[src/rtl/stage_sequencer_if.sv]
// Control bundle between the pipeline sequencer and the datapath.
// The sequencer uses the slave modport, the datapath or driver uses master.
interface stage_sequencer_if #(
  parameter int unsigned COUNT_WIDTH = 32
);
  logic                   start;
  logic                   run_en;
  logic                   mem_busy;
  logic                   halt_req;

  logic                   pipe_clear;
  logic                   if_id_we;
  logic                   id_ex_we;
  logic                   ex_mem_we;
  logic                   mem_wb_we;
  logic                   wb_if_we;
  logic                   ram_we;
  logic                   reg_we;
  logic                   halted;
  logic                   stall_error;
  logic [3:0]             state;
  logic [COUNT_WIDTH-1:0] retired_count;

  modport master (
    output start,
    output run_en,
    output mem_busy,
    output halt_req,
    input  pipe_clear,
    input  if_id_we,
    input  id_ex_we,
    input  ex_mem_we,
    input  mem_wb_we,
    input  wb_if_we,
    input  ram_we,
    input  reg_we,
    input  halted,
    input  stall_error,
    input  state,
    input  retired_count
  );

  modport slave (
    input  start,
    input  run_en,
    input  mem_busy,
    input  halt_req,
    output pipe_clear,
    output if_id_we,
    output id_ex_we,
    output ex_mem_we,
    output mem_wb_we,
    output wb_if_we,
    output ram_we,
    output reg_we,
    output halted,
    output stall_error,
    output state,
    output retired_count
  );
endinterface

[src/rtl/stage_sequencer.sv]
// Multi-cycle pipeline sequencer: one instruction walks FETCH..COMMIT.
// Define STAGE_SEQUENCER_RETIRE_COUNTER_EN to enable the retired counter.
module stage_sequencer #(
  parameter int unsigned STALL_LIMIT = 255,
  parameter int unsigned COUNT_WIDTH = 32
) (
  input logic             clk,
  input logic             reset,
  stage_sequencer_if.slave bus
);

  localparam logic [3:0] S_IDLE       = 4'd0;
  localparam logic [3:0] S_CLEAR      = 4'd1;
  localparam logic [3:0] S_FETCH      = 4'd2;
  localparam logic [3:0] S_DECODE     = 4'd3;
  localparam logic [3:0] S_EXECUTE    = 4'd4;
  localparam logic [3:0] S_MEMORY     = 4'd5;
  localparam logic [3:0] S_MEM_ACCESS = 4'd6;
  localparam logic [3:0] S_WRITEBACK  = 4'd7;
  localparam logic [3:0] S_COMMIT     = 4'd8;
  localparam logic [3:0] S_PAUSE      = 4'd9;
  localparam logic [3:0] S_HALT       = 4'd10;

  localparam int unsigned SW =
    (STALL_LIMIT > 1) ? $clog2(STALL_LIMIT + 1) : 1;
  localparam logic [SW-1:0] LIMIT = SW'(STALL_LIMIT);

  logic [3:0]    state_q, state_d;
  logic [SW-1:0] stall_q, stall_d;
  logic [SW-1:0] stall_inc;
  logic          first_q, first_d;
  logic          err_q, err_d;

  assign stall_inc = stall_q + SW'(1);

  always_comb begin
    state_d = state_q;
    stall_d = stall_q;
    first_d = 1'b0;
    err_d   = err_q;
    case (state_q)
      S_IDLE: begin
        if (bus.start) begin
          state_d = S_CLEAR;
        end
      end
      S_CLEAR:   state_d = S_FETCH;
      S_FETCH:   state_d = S_DECODE;
      S_DECODE:  state_d = S_EXECUTE;
      S_EXECUTE: state_d = S_MEMORY;
      S_MEMORY: begin
        state_d = S_MEM_ACCESS;
        stall_d = '0;
        first_d = 1'b1;
      end
      S_MEM_ACCESS: begin
        if (bus.mem_busy) begin
          stall_d = stall_inc;
          if (stall_inc == LIMIT) begin
            err_d   = 1'b1;
            state_d = S_HALT;
          end
        end else begin
          state_d = S_WRITEBACK;
        end
      end
      S_WRITEBACK: state_d = S_COMMIT;
      S_COMMIT: begin
        if (bus.halt_req) begin
          state_d = S_HALT;
        end else if (!bus.run_en) begin
          state_d = S_PAUSE;
        end else begin
          state_d = S_FETCH;
        end
      end
      S_PAUSE: begin
        if (bus.run_en) begin
          state_d = S_FETCH;
        end
      end
      S_HALT:  state_d = S_HALT;
      default: state_d = S_IDLE;
    endcase
  end

  always_ff @(posedge clk) begin
    if (reset) begin
      state_q <= S_IDLE;
      stall_q <= '0;
      first_q <= 1'b0;
      err_q   <= 1'b0;
    end else begin
      state_q <= state_d;
      stall_q <= stall_d;
      first_q <= first_d;
      err_q   <= err_d;
    end
  end

  // Outputs depend only on registered state, never on inputs.
  always_comb begin
    bus.pipe_clear = 1'b0;
    bus.if_id_we   = 1'b0;
    bus.id_ex_we   = 1'b0;
    bus.ex_mem_we  = 1'b0;
    bus.mem_wb_we  = 1'b0;
    bus.wb_if_we   = 1'b0;
    bus.ram_we     = 1'b0;
    bus.reg_we     = 1'b0;
    bus.halted     = 1'b0;
    case (state_q)
      S_CLEAR:      bus.pipe_clear = 1'b1;
      S_DECODE:     bus.if_id_we   = 1'b1;
      S_EXECUTE:    bus.id_ex_we   = 1'b1;
      S_MEMORY:     bus.ex_mem_we  = 1'b1;
      S_MEM_ACCESS: bus.ram_we     = first_q;
      S_WRITEBACK:  bus.mem_wb_we  = 1'b1;
      S_COMMIT: begin
        bus.reg_we   = 1'b1;
        bus.wb_if_we = 1'b1;
      end
      S_HALT:       bus.halted     = 1'b1;
      default: ;
    endcase
  end

  assign bus.stall_error = err_q;
  assign bus.state       = state_q;

`ifdef STAGE_SEQUENCER_RETIRE_COUNTER_EN
  logic [COUNT_WIDTH-1:0] retired_q, retired_d;

  // Saturating count of committed instructions.
  always_comb begin
    retired_d = retired_q;
    if (state_q == S_COMMIT && retired_q != '1) begin
      retired_d = retired_q + COUNT_WIDTH'(1);
    end
  end

  always_ff @(posedge clk) begin
    if (reset) begin
      retired_q <= '0;
    end else begin
      retired_q <= retired_d;
    end
  end

  assign bus.retired_count = retired_q;
`else
  assign bus.retired_count = '0;
`endif

endmodule

[src/flat_wrapper.sv]
// flat-port wrapper written by rule: the top's interface ports become plain ports
module stage_sequencer_flat 
#(
  parameter int unsigned STALL_LIMIT = 255,
  parameter int unsigned COUNT_WIDTH = 32
)
  (clk, reset, bus_start, bus_run_en, bus_mem_busy, bus_halt_req, bus_pipe_clear, bus_if_id_we, bus_id_ex_we, bus_ex_mem_we, bus_mem_wb_we, bus_wb_if_we, bus_ram_we, bus_reg_we, bus_halted, bus_stall_error, bus_state, bus_retired_count);
  stage_sequencer_if #(.COUNT_WIDTH(COUNT_WIDTH)) bus_i ();
  input logic clk;
  input logic reset;
  input wire logic [$bits(bus_i.start)-1:0] bus_start;
  input wire logic [$bits(bus_i.run_en)-1:0] bus_run_en;
  input wire logic [$bits(bus_i.mem_busy)-1:0] bus_mem_busy;
  input wire logic [$bits(bus_i.halt_req)-1:0] bus_halt_req;
  output wire logic [$bits(bus_i.pipe_clear)-1:0] bus_pipe_clear;
  output wire logic [$bits(bus_i.if_id_we)-1:0] bus_if_id_we;
  output wire logic [$bits(bus_i.id_ex_we)-1:0] bus_id_ex_we;
  output wire logic [$bits(bus_i.ex_mem_we)-1:0] bus_ex_mem_we;
  output wire logic [$bits(bus_i.mem_wb_we)-1:0] bus_mem_wb_we;
  output wire logic [$bits(bus_i.wb_if_we)-1:0] bus_wb_if_we;
  output wire logic [$bits(bus_i.ram_we)-1:0] bus_ram_we;
  output wire logic [$bits(bus_i.reg_we)-1:0] bus_reg_we;
  output wire logic [$bits(bus_i.halted)-1:0] bus_halted;
  output wire logic [$bits(bus_i.stall_error)-1:0] bus_stall_error;
  output wire logic [$bits(bus_i.state)-1:0] bus_state;
  output wire logic [$bits(bus_i.retired_count)-1:0] bus_retired_count;
  assign bus_i.start = bus_start;
  assign bus_i.run_en = bus_run_en;
  assign bus_i.mem_busy = bus_mem_busy;
  assign bus_i.halt_req = bus_halt_req;
  assign bus_pipe_clear = bus_i.pipe_clear;
  assign bus_if_id_we = bus_i.if_id_we;
  assign bus_id_ex_we = bus_i.id_ex_we;
  assign bus_ex_mem_we = bus_i.ex_mem_we;
  assign bus_mem_wb_we = bus_i.mem_wb_we;
  assign bus_wb_if_we = bus_i.wb_if_we;
  assign bus_ram_we = bus_i.ram_we;
  assign bus_reg_we = bus_i.reg_we;
  assign bus_halted = bus_i.halted;
  assign bus_stall_error = bus_i.stall_error;
  assign bus_state = bus_i.state;
  assign bus_retired_count = bus_i.retired_count;
  stage_sequencer #(.STALL_LIMIT(STALL_LIMIT), .COUNT_WIDTH(COUNT_WIDTH)) u_core (.clk(clk), .reset(reset), .bus(bus_i));
endmodule
[config.mk]
export PLATFORM = sky130hd
export DESIGN_NAME = stage_sequencer_flat
export DESIGN_NICKNAME = d
export VERILOG_FILES = /design/src/rtl/stage_sequencer_if.sv /design/src/rtl/stage_sequencer.sv /design/src/flat_wrapper.sv
export SDC_FILE = /design/constraint.sdc
export NUM_CORES = 1
export LEC_CHECK = 0
export BUFFER_PORTS_ARGS = -buffer_cell sky130_fd_sc_hd__buf_2
export CAP_MARGIN = 20
export CORE_ASPECT_RATIO = 0.9
export CORE_MARGIN = 4
export CORE_UTILIZATION = 33
export CTS_CLUSTER_SIZE = 30
export DETAILED_ROUTE_END_ITERATION = 7
export PLACE_DENSITY = 0.7
export SLEW_MARGIN = 15
export SYNTH_ARGS = -nofsm -noshare
export SYNTH_HDL_FRONTEND = slang
export SYNTH_SLANG_ARGS = --single-unit
export TNS_END_PERCENT = 5
[constraint.sdc]
create_clock -name clk -period 4.9 [get_ports clk]
set_clock_uncertainty 0.1 [all_clocks]
set_input_delay 0.98 -clock clk [delete_from_list [all_inputs] [get_ports clk]]
set_output_delay 0.98 -clock clk [all_outputs]
set_load 0.05 [all_outputs]
### Word level (Yosys, flattened, before mapping)

Cells that the tools add are included.

* flip-flop bits (word level): 14
* bits of input ports: 6
* output and inout port bits: 46
* word-level logic and storage cells: 42

* $add $sub $neg: 1
* eq/ne operators: 15
* muxes and demuxes: 17
* reductions and logical operators: 5

Operator list (count)
* $pmux 4 s11: 1
* $mux 4: 6
* $eq 4x3->1 const B: 4
* $pmux 8 s2: 1
* $eq 4x4->1 const B: 3
* $add 8x1->8 const B: 1
* $eq 4x2->1 const B: 2
* $eq 8x8->1 const B: 1
* $mux 1: 8
* $mux 8: 1
* $ne 2x2->1 const B: 3
* $reduce_and 3->1: 2
* $eq 4x1->1 const B: 1
* $logic_not 4->1: 1
* $ne 3x2->1 const B: 1
* $reduce_and 2->1: 1
* $reduce_bool 2->1: 1

### Logic depth before layout (Yosys ltp)

Gate-level depths: netlist of the first run.

* depth after elaboration: 5
* gate-level depth with buffers: 6
* depth with buffers taken out: 6

### Least setup slack after synthesis of the first run

Ideal clock, no wire load.

* kind: register -> output
* from: reg u_core.state_q[3] (netlist: u_core.bus.state[3])
* to: out bus_wb_if_we
* arrival time: 2.553 ns
* required time: 3.820 ns
* setup slack: 1.267 ns
* cell stages (with the launch flop): 5
* path buffers: 2
* cell sequence: dfxtp_1 -> clkbuf_1 -> nand2_1 -> nor3_1 -> buf_4

* longest elaborated chain between the ends: 2

Ends and longest elaborated chain
* from (decl): RTL line stage_sequencer.sv:28 `logic [3:0] state_q, state_d;`
* from (signal assigned): RTL line stage_sequencer.sv:94 `state_q <= state_d;`
* $eq 4x4->1
* $mux 1
* to (decl): RTL line flat_wrapper.sv:20 `output wire logic [$bits(bus_i.wb_if_we)-1:0] bus_wb_if_we;`

Every way passes these cells.

### Final worst setup path of the first run

* from: reg u_core.state_q[2] (netlist: u_core.bus.state[2])
* to: out bus_ex_mem_we

* longest elaborated chain between the ends: 2

Ends and longest elaborated chain
* $eq 4x3->1: RTL line stage_sequencer.sv:112 `case (state_q)`
* $mux 1: RTL line stage_sequencer.sv:112
* to (decl): RTL line flat_wrapper.sv:18 `output wire logic [$bits(bus_i.ex_mem_we)-1:0] bus_ex_mem_we;`

Every way passes these cells.

==> results of run 1 <==
## worst max-delay path by stage
stage / from / end / depth (start not counted) / slack [ns]
CTS: u_core.bus.state[0] / bus_ex_mem_we / 4 / 2.16
detailed placement: u_core.bus.state[0] / bus_ex_mem_we / 4 / 2.49
global placement: u_core.bus.state[0] / bus_ex_mem_we / 4 / 2.50
floorplan: u_core.bus.state[3] / bus_wb_if_we / 4 / 1.27
finish: u_core.bus.state[2] / bus_ex_mem_we / 4 / 2.18
global route: u_core.bus.state[0] / bus_ex_mem_we / 4 / 2.04
## power by group
part | switching, W | total (W) | internal (W)
combinational | 0.000190 | 0.000246 | 0.0000560
clock | 0.0000384 | 0.0000837 | 0.0000453
sequential | 0.0000381 | 0.000163 | 0.000125
total | 0.000266 | 0.000493 | 0.000227
## through the flow
stage	setup WS (ns)	cell area [sq um]	cells	hold WS [ns]
final	2.18	1110	202	0.370
after detailed placement	2.49	1070	198	0.358
after CTS	2.16	1110	202	0.382
after global placement	2.50	1070	198	0.355
after global routing	2.04	1110	202	0.420
after floorplan	1.27	1200	176	0.352
## layer usage
metal / wire length (um) / track usage [%] / vias up
li1: - / - / 469
met1: 874 / 12.5 / 407
met2: 975 / 13.0 / 33
met3: 133 / 3.24 / 2
met4: 22 / 2.98 / 0
met5: 0 / 0 / -
## worst reg2reg max path, delay by kind of cell (launching register included)
family | cells | cell delay, ns
AOI/OAI and AO/OA | 2 | 0.58
and+or+nand+nor | 1 | 0.48
DFF | 1 | 0.35
adders and majority gates | 1 | 0.27
xor gates and xnor gates | 1 | 0.16
## cell type report
cell class	instances	share of cell area, %
timing repair buffer	19	8.57
tap	42	4.74
inverter	4	1.35
multi-input combinational	119	56.8
clock buffer	4	3.27
sequential	14	25.3
## sequential cells by signal, indices dropped and copies added (netlist names)
register,count
u_core.stall_q,8
u_core.bus.state,4
u_core.bus.stall_error,1
u_core.first_q,1
## cells by family after synthesis
logic type | count (synthesis) | synth area share (%)
other cells | 1 | 0.347
xor+xnor | 2 | 1.62
buf+inv | 43 | 26.5
compound gates | 31 | 17.5
fa+ha+maj | 2 | 2.31
flops | 14 | 25.9
simple gates | 52 | 25.8
## Yosys cell counts, types with 2 or more instances
cell,count
and4_1,2
nand3b_1,4
xnor2_1,2
or4_1,2
dfxtp_1,14
o21a_1,3
nand4_1,2
nor2_1,17
or2_2,4
inv_1,4
nand2b_1,3
nor3_1,6
ha_1,2
buf_4,33
nand3_1,4
a21oi_1,14
nand2_1,4
o21ai_0,6
a211oi_1,3
clkbuf_1,5
==> flow_summary_export.csv, run 1 <==
group,metric,value,unit
outcome,status,"completed",
setup_path,crit_chain,"nand2b_1, or2_2, inv_1, buf_2",
timing,grt_setup_unrepaired,"false",
drt,antenna_left,0,
yosys,synth_area,1080,sq um
setup_path,end_kind,"output port",
yosys,synth.avg_cell_area,7.46,sq um
layout,drive_gt1_share,18.1,%
clock_network,cts_resized,0,
floorplan,core_area,3090,sq um
global_routing,grt_pass1_vias,652,
layout,area_growth,2.66,%
setup_path,critical-path-top-delay-family,"flip-flops",
yosys,synthArstFlopShare,0,%
layout,fin_util,35.9,%
yosys,synth_seq_area_share,25.9,%
drt,drt_iter0_markers,21,
timing,fin_setup_tns,0,ns
global_routing,grt_pass1_wl,3.05,mm
yosys,yosysTopAreaCellShare,25.9,%
layout,layout_commonest_cell,"conb_1",
drt,drt_pre_antenna_iters,4,
floorplan,die_w,68.3,um
worst_hold_path,min_to,"u_core.bus.stall_error",
global_routing,grt_start_max_net_pins,18,
pwr,power.density,444,nW/um^2
pwr,leakagePower,0.497,nW
setup_path,crit_path_max_fanout,16,
timing,fmax,0.368,GHz
setup_path,r2r_slack,2.90,ns
drt,wl_per_cell,9.93,um
job,cap_violations,0,
setup_path,worst_path_max_delay_cell,"dfxtp_1",
pwr,finalPower,0.000493,W
layout,finalNetCount,169,
global_routing,grt-ovfl-total,0,
layout,fillers,355,
layout,multi_input_area,631,sq um
floorplan,fp-row-count,19,
timing,finalSetupViolCount,0,
clock_network,htree_levels,1,
yosys,ys.flop_type,"dfxtp_1",
timing,min_period,2.72,ns
clock_network,cts_buffers,3,
global_routing,antenna_found_initial,0,
setup_path,max_stage_delay,0.60,ns
setup_path,start_kind,"flip-flop",
drt,wl,2.01,mm
placed_design,dp_hpwl,1.55,mm
clock_network,clk_pin_slew,0.08,ns
clock_network,cts_root_buf,"clkbuf_4",
drt,drc,0,
setup_path,worst-path-buf-inv,2,
placed_design,gp_congestion,0.841,
clock_network,cts_tree,"built",
global_routing,global_route.usage.total,9.09,%
pwr,peakVddDrop,241,uV
worst_hold_path,hold_path_depth,2,
yosys,ys_warn_count,0,
worst_hold_path,holdCritStartpoint,"u_core.bus.stall_error",
layout,final_cell_mix,"conb_1 (32), buf_2 (19), nor2_1 (17), a21oi_1 (14), dfxtp_1 (14)",
layout,regArea,280,sq um
setup_path,reg2regPathDepth,5,
yosys,synth_top_cell_by_area,"dfxtp_1",
yosys,synth_edf_count,0,
setup_path,cp.arrival,1.64,ns
floorplan,pin_count,52,
floorplan,die_area,4260,sq um
setup_path,timing.rr.start,"u_core.stall_q[0]",
timing,slew_viol_final,0,
floorplan,die_y,62.3,um
placed_design,io_buffer_count,19,
yosys,synth_area_leaders,"dfxtp_1 (26%), buf_4 (23%), a21oi_1 (6.5%), nor2_1 (5.9%), nor3_1 (2.8%)",
setup_path,path_class,"reg2out",
clock_network,cts.sinks,14,
yosys,synth-seq-cells,14,
drt,vias_per_cell,4.51,
clock_network,cts-hold-fix-buffers,0,
yosys,synth_cell_types,31,
timing,period_share,55.4,%
setup_path,rr_endpoint,"u_core.bus.state[0]",
clock_network,post_cts_buffers,0,
setup_path,critical_path_required,3.82,ns
layout,num_antenna_cells,0,
worst_hold_path,min_path_type,"reg2reg",
yosys,postSynthCellCount,145,
timing,hold_violations,0,
clock_network,worstSkewPairLatency,0.28,ns
clock_network,clockBufferDepth,2,
drt,vias,911,
floorplan,floorplan.initialDensity,35.0,%
Note: power is estimated with default switching activity, not from simulation.
==> run 2: changes to the inputs <==
- clock period: 4.9 -> 2.6 ns (I/O delays scaled with it)
==> run 2 against run 1 <==
Against the previous run: sequential share of layout area up 0.086 points; clock power up 42%; first-iteration DRC count up 4.8%; core utilization down 0.12 points; sequential power up 91%; critical path depth unchanged; hold slack better by 0.0060 ns; global-route usage up 0.89 points; critical endpoint unchanged.
==> flow_summary_export.csv, run 2 (synthesis results as in run 1) <==
group,metric,value,unit
clock_network,post_cts_buffers,0,
layout,largest_register_ffs,8,
floorplan,die_area,4260,sq um
timing,period_share,87.8,%
drt,drc,0,
layout,area_growth,2.31,%
pwr,p_switching,0.000500,W
timing,finalSetupViolCount,0,
pwr,leakagePower,0.496,nW
pwr,clkPwrFrac,13.3,%
clock_network,cts.sinks,14,
setup_path,path_class,"reg2out",
drt,wl,2.01,mm
clock_network,cts_root_buf,"clkbuf_4",
timing,slew_viol_final,0,
timing,fmax,0.438,GHz
placed_design,dpl.cell_count,198,
floorplan,die_w,68.3,um
global_routing,antenna_found_initial,0,
placed_design,dp_slack,0.615,ns
worst_hold_path,min_path_type,"reg2reg",
timing,min_period,2.28,ns
clock_network,clockBufferDepth,2,
drt,wl_per_cell,9.98,um
floorplan,core_area,3090,sq um
placed_design,gp_congestion,0.836,
global_routing,grt_start_max_net_pins,18,
pwr,pwr-share-comb,52.0,%
placed_design,io_buffer_count,19,
drt,vias,897,
pwr,peakVddDrop,464,uV
pwr,internal-power,0.000397,W
outcome,status,"completed",
drt,drt_pre_antenna_iters,6,
floorplan,die_y,62.3,um
pwr,power.density,811,nW/um^2
drt,vias_per_cell,4.46,
pwr,p_seq_share,34.7,%
clock_network,clk_pin_slew,0.07,ns
layout,finalNetCount,169,
setup_path,critical_path_required,1.98,ns
global_routing,grt-ovfl-total,0,
layout,design_area,1110,sq um
floorplan,fp-row-count,19,
layout,fillers,351,
layout,layout_commonest_cell,"conb_1",
placed_design,placed_cell_area,1080,sq um
timing,setup_ws,0.318,ns
timing,grt_setup_unrepaired,"false",
clock_network,cts_tree,"built",
placed_design,dp_hpwl,1.55,mm
global_routing,grt_pass1_wl,3.32,mm
layout,top_register,"u_core.stall_q",
timing,hold_violations,0,
clock_network,cts_resized,0,
layout,drive_gt1_share,18.9,%
layout,fin_util,35.8,%
drt,antenna_left,0,
setup_path,end_kind,"output port",
setup_path,crit_path_max_fanout,16,
setup_path,start_kind,"flip-flop",
floorplan,floorplan.initialDensity,35.0,%
global_routing,grt_pass1_vias,730,
pwr,finalPower,0.000897,W
layout,final_cell_mix,"conb_1 (32), buf_2 (19), nor2_1 (17), a21oi_1 (14), dfxtp_1 (14)",
pwr,swShare,55.8,%
global_routing,global_route.usage.total,9.99,%
layout,multi_input_area,641,sq um
clock_network,worstSkewPairLatency,0.28,ns
job,cap_violations,0,
floorplan,pin_count,52,
drt,drt_iter0_markers,22,
clock_network,cts_buffers,3,
layout,fin_cells,201,
clock_network,htree_levels,1,
layout,num_antenna_cells,0,
clock_network,cts-hold-fix-buffers,0,
setup_path,cp.arrival,1.66,ns
layout,regArea,280,sq um
## run 2: changes by cell type in the layout (fill, tap and decap cells not counted)
cell | previous run | this run
nor3_2 | 0 | 2
nor3_1 | 6 | 4
clkbuf_8 | 1 | 0
## run 2: per-stage QoR
step           setup TNS, ns  hold slack [ns]
2_1_floorplan         -0.207            0.352
3_3_place_gp               0            0.360
3_5_place_dp               0            0.359
4_1_cts                    0            0.380
5_1_grt                    0            0.400
6_report                   0            0.376
## run 2: power groups by stage
stage               logic [W]  registers, W  clock network, W
finish               0.000467      0.000311          0.000119
global placement     0.000465      0.000316                 0
CTS                  0.000468      0.000310          0.000127
global route         0.000501      0.000323          0.000136
floorplan            0.000417      0.000338                 0
detailed placement   0.000467      0.000315                 0
## run 2: worst paths after layout
kind | start | endpoint | slack [ns] | depth (start not counted)
worst max-delay path | u_core.bus.state[2] | bus_ex_mem_we | 0.32 | 4
worst min-delay path | u_core.bus.stall_error | u_core.bus.stall_error | 0.38 | 2
worst max register to register | u_core.bus.state[3] | u_core.bus.state[0] | 0.59 | 5
worst min register to register | u_core.bus.stall_error | u_core.bus.stall_error | 0.38 | 2
## run 2: worst max-delay path, cell delays in order (launching register included)
cell and delay, ns:
dfxtp_1 0.61, nand2b_1 0.14, or2_2 0.34, inv_1 0.05, buf_2 0.25
## run 2: cell type report
class,instances,share of cell area (%)
Clock buffer,3,2.04
Inverter,4,1.36
Multi-Input combinational cell,119,57.9
Sequential cell,14,25.3
Tap cell,42,4.75
Timing Repair Buffer,19,8.60
## run 2: layer usage
layer	GRT usage [%]	up-vias	routed length (um)
li1	-	468	-
met4	3.72	0	23
met3	3.78	2	127
met5	0	-	0
met1	14.2	403	948
met2	13.4	24	906
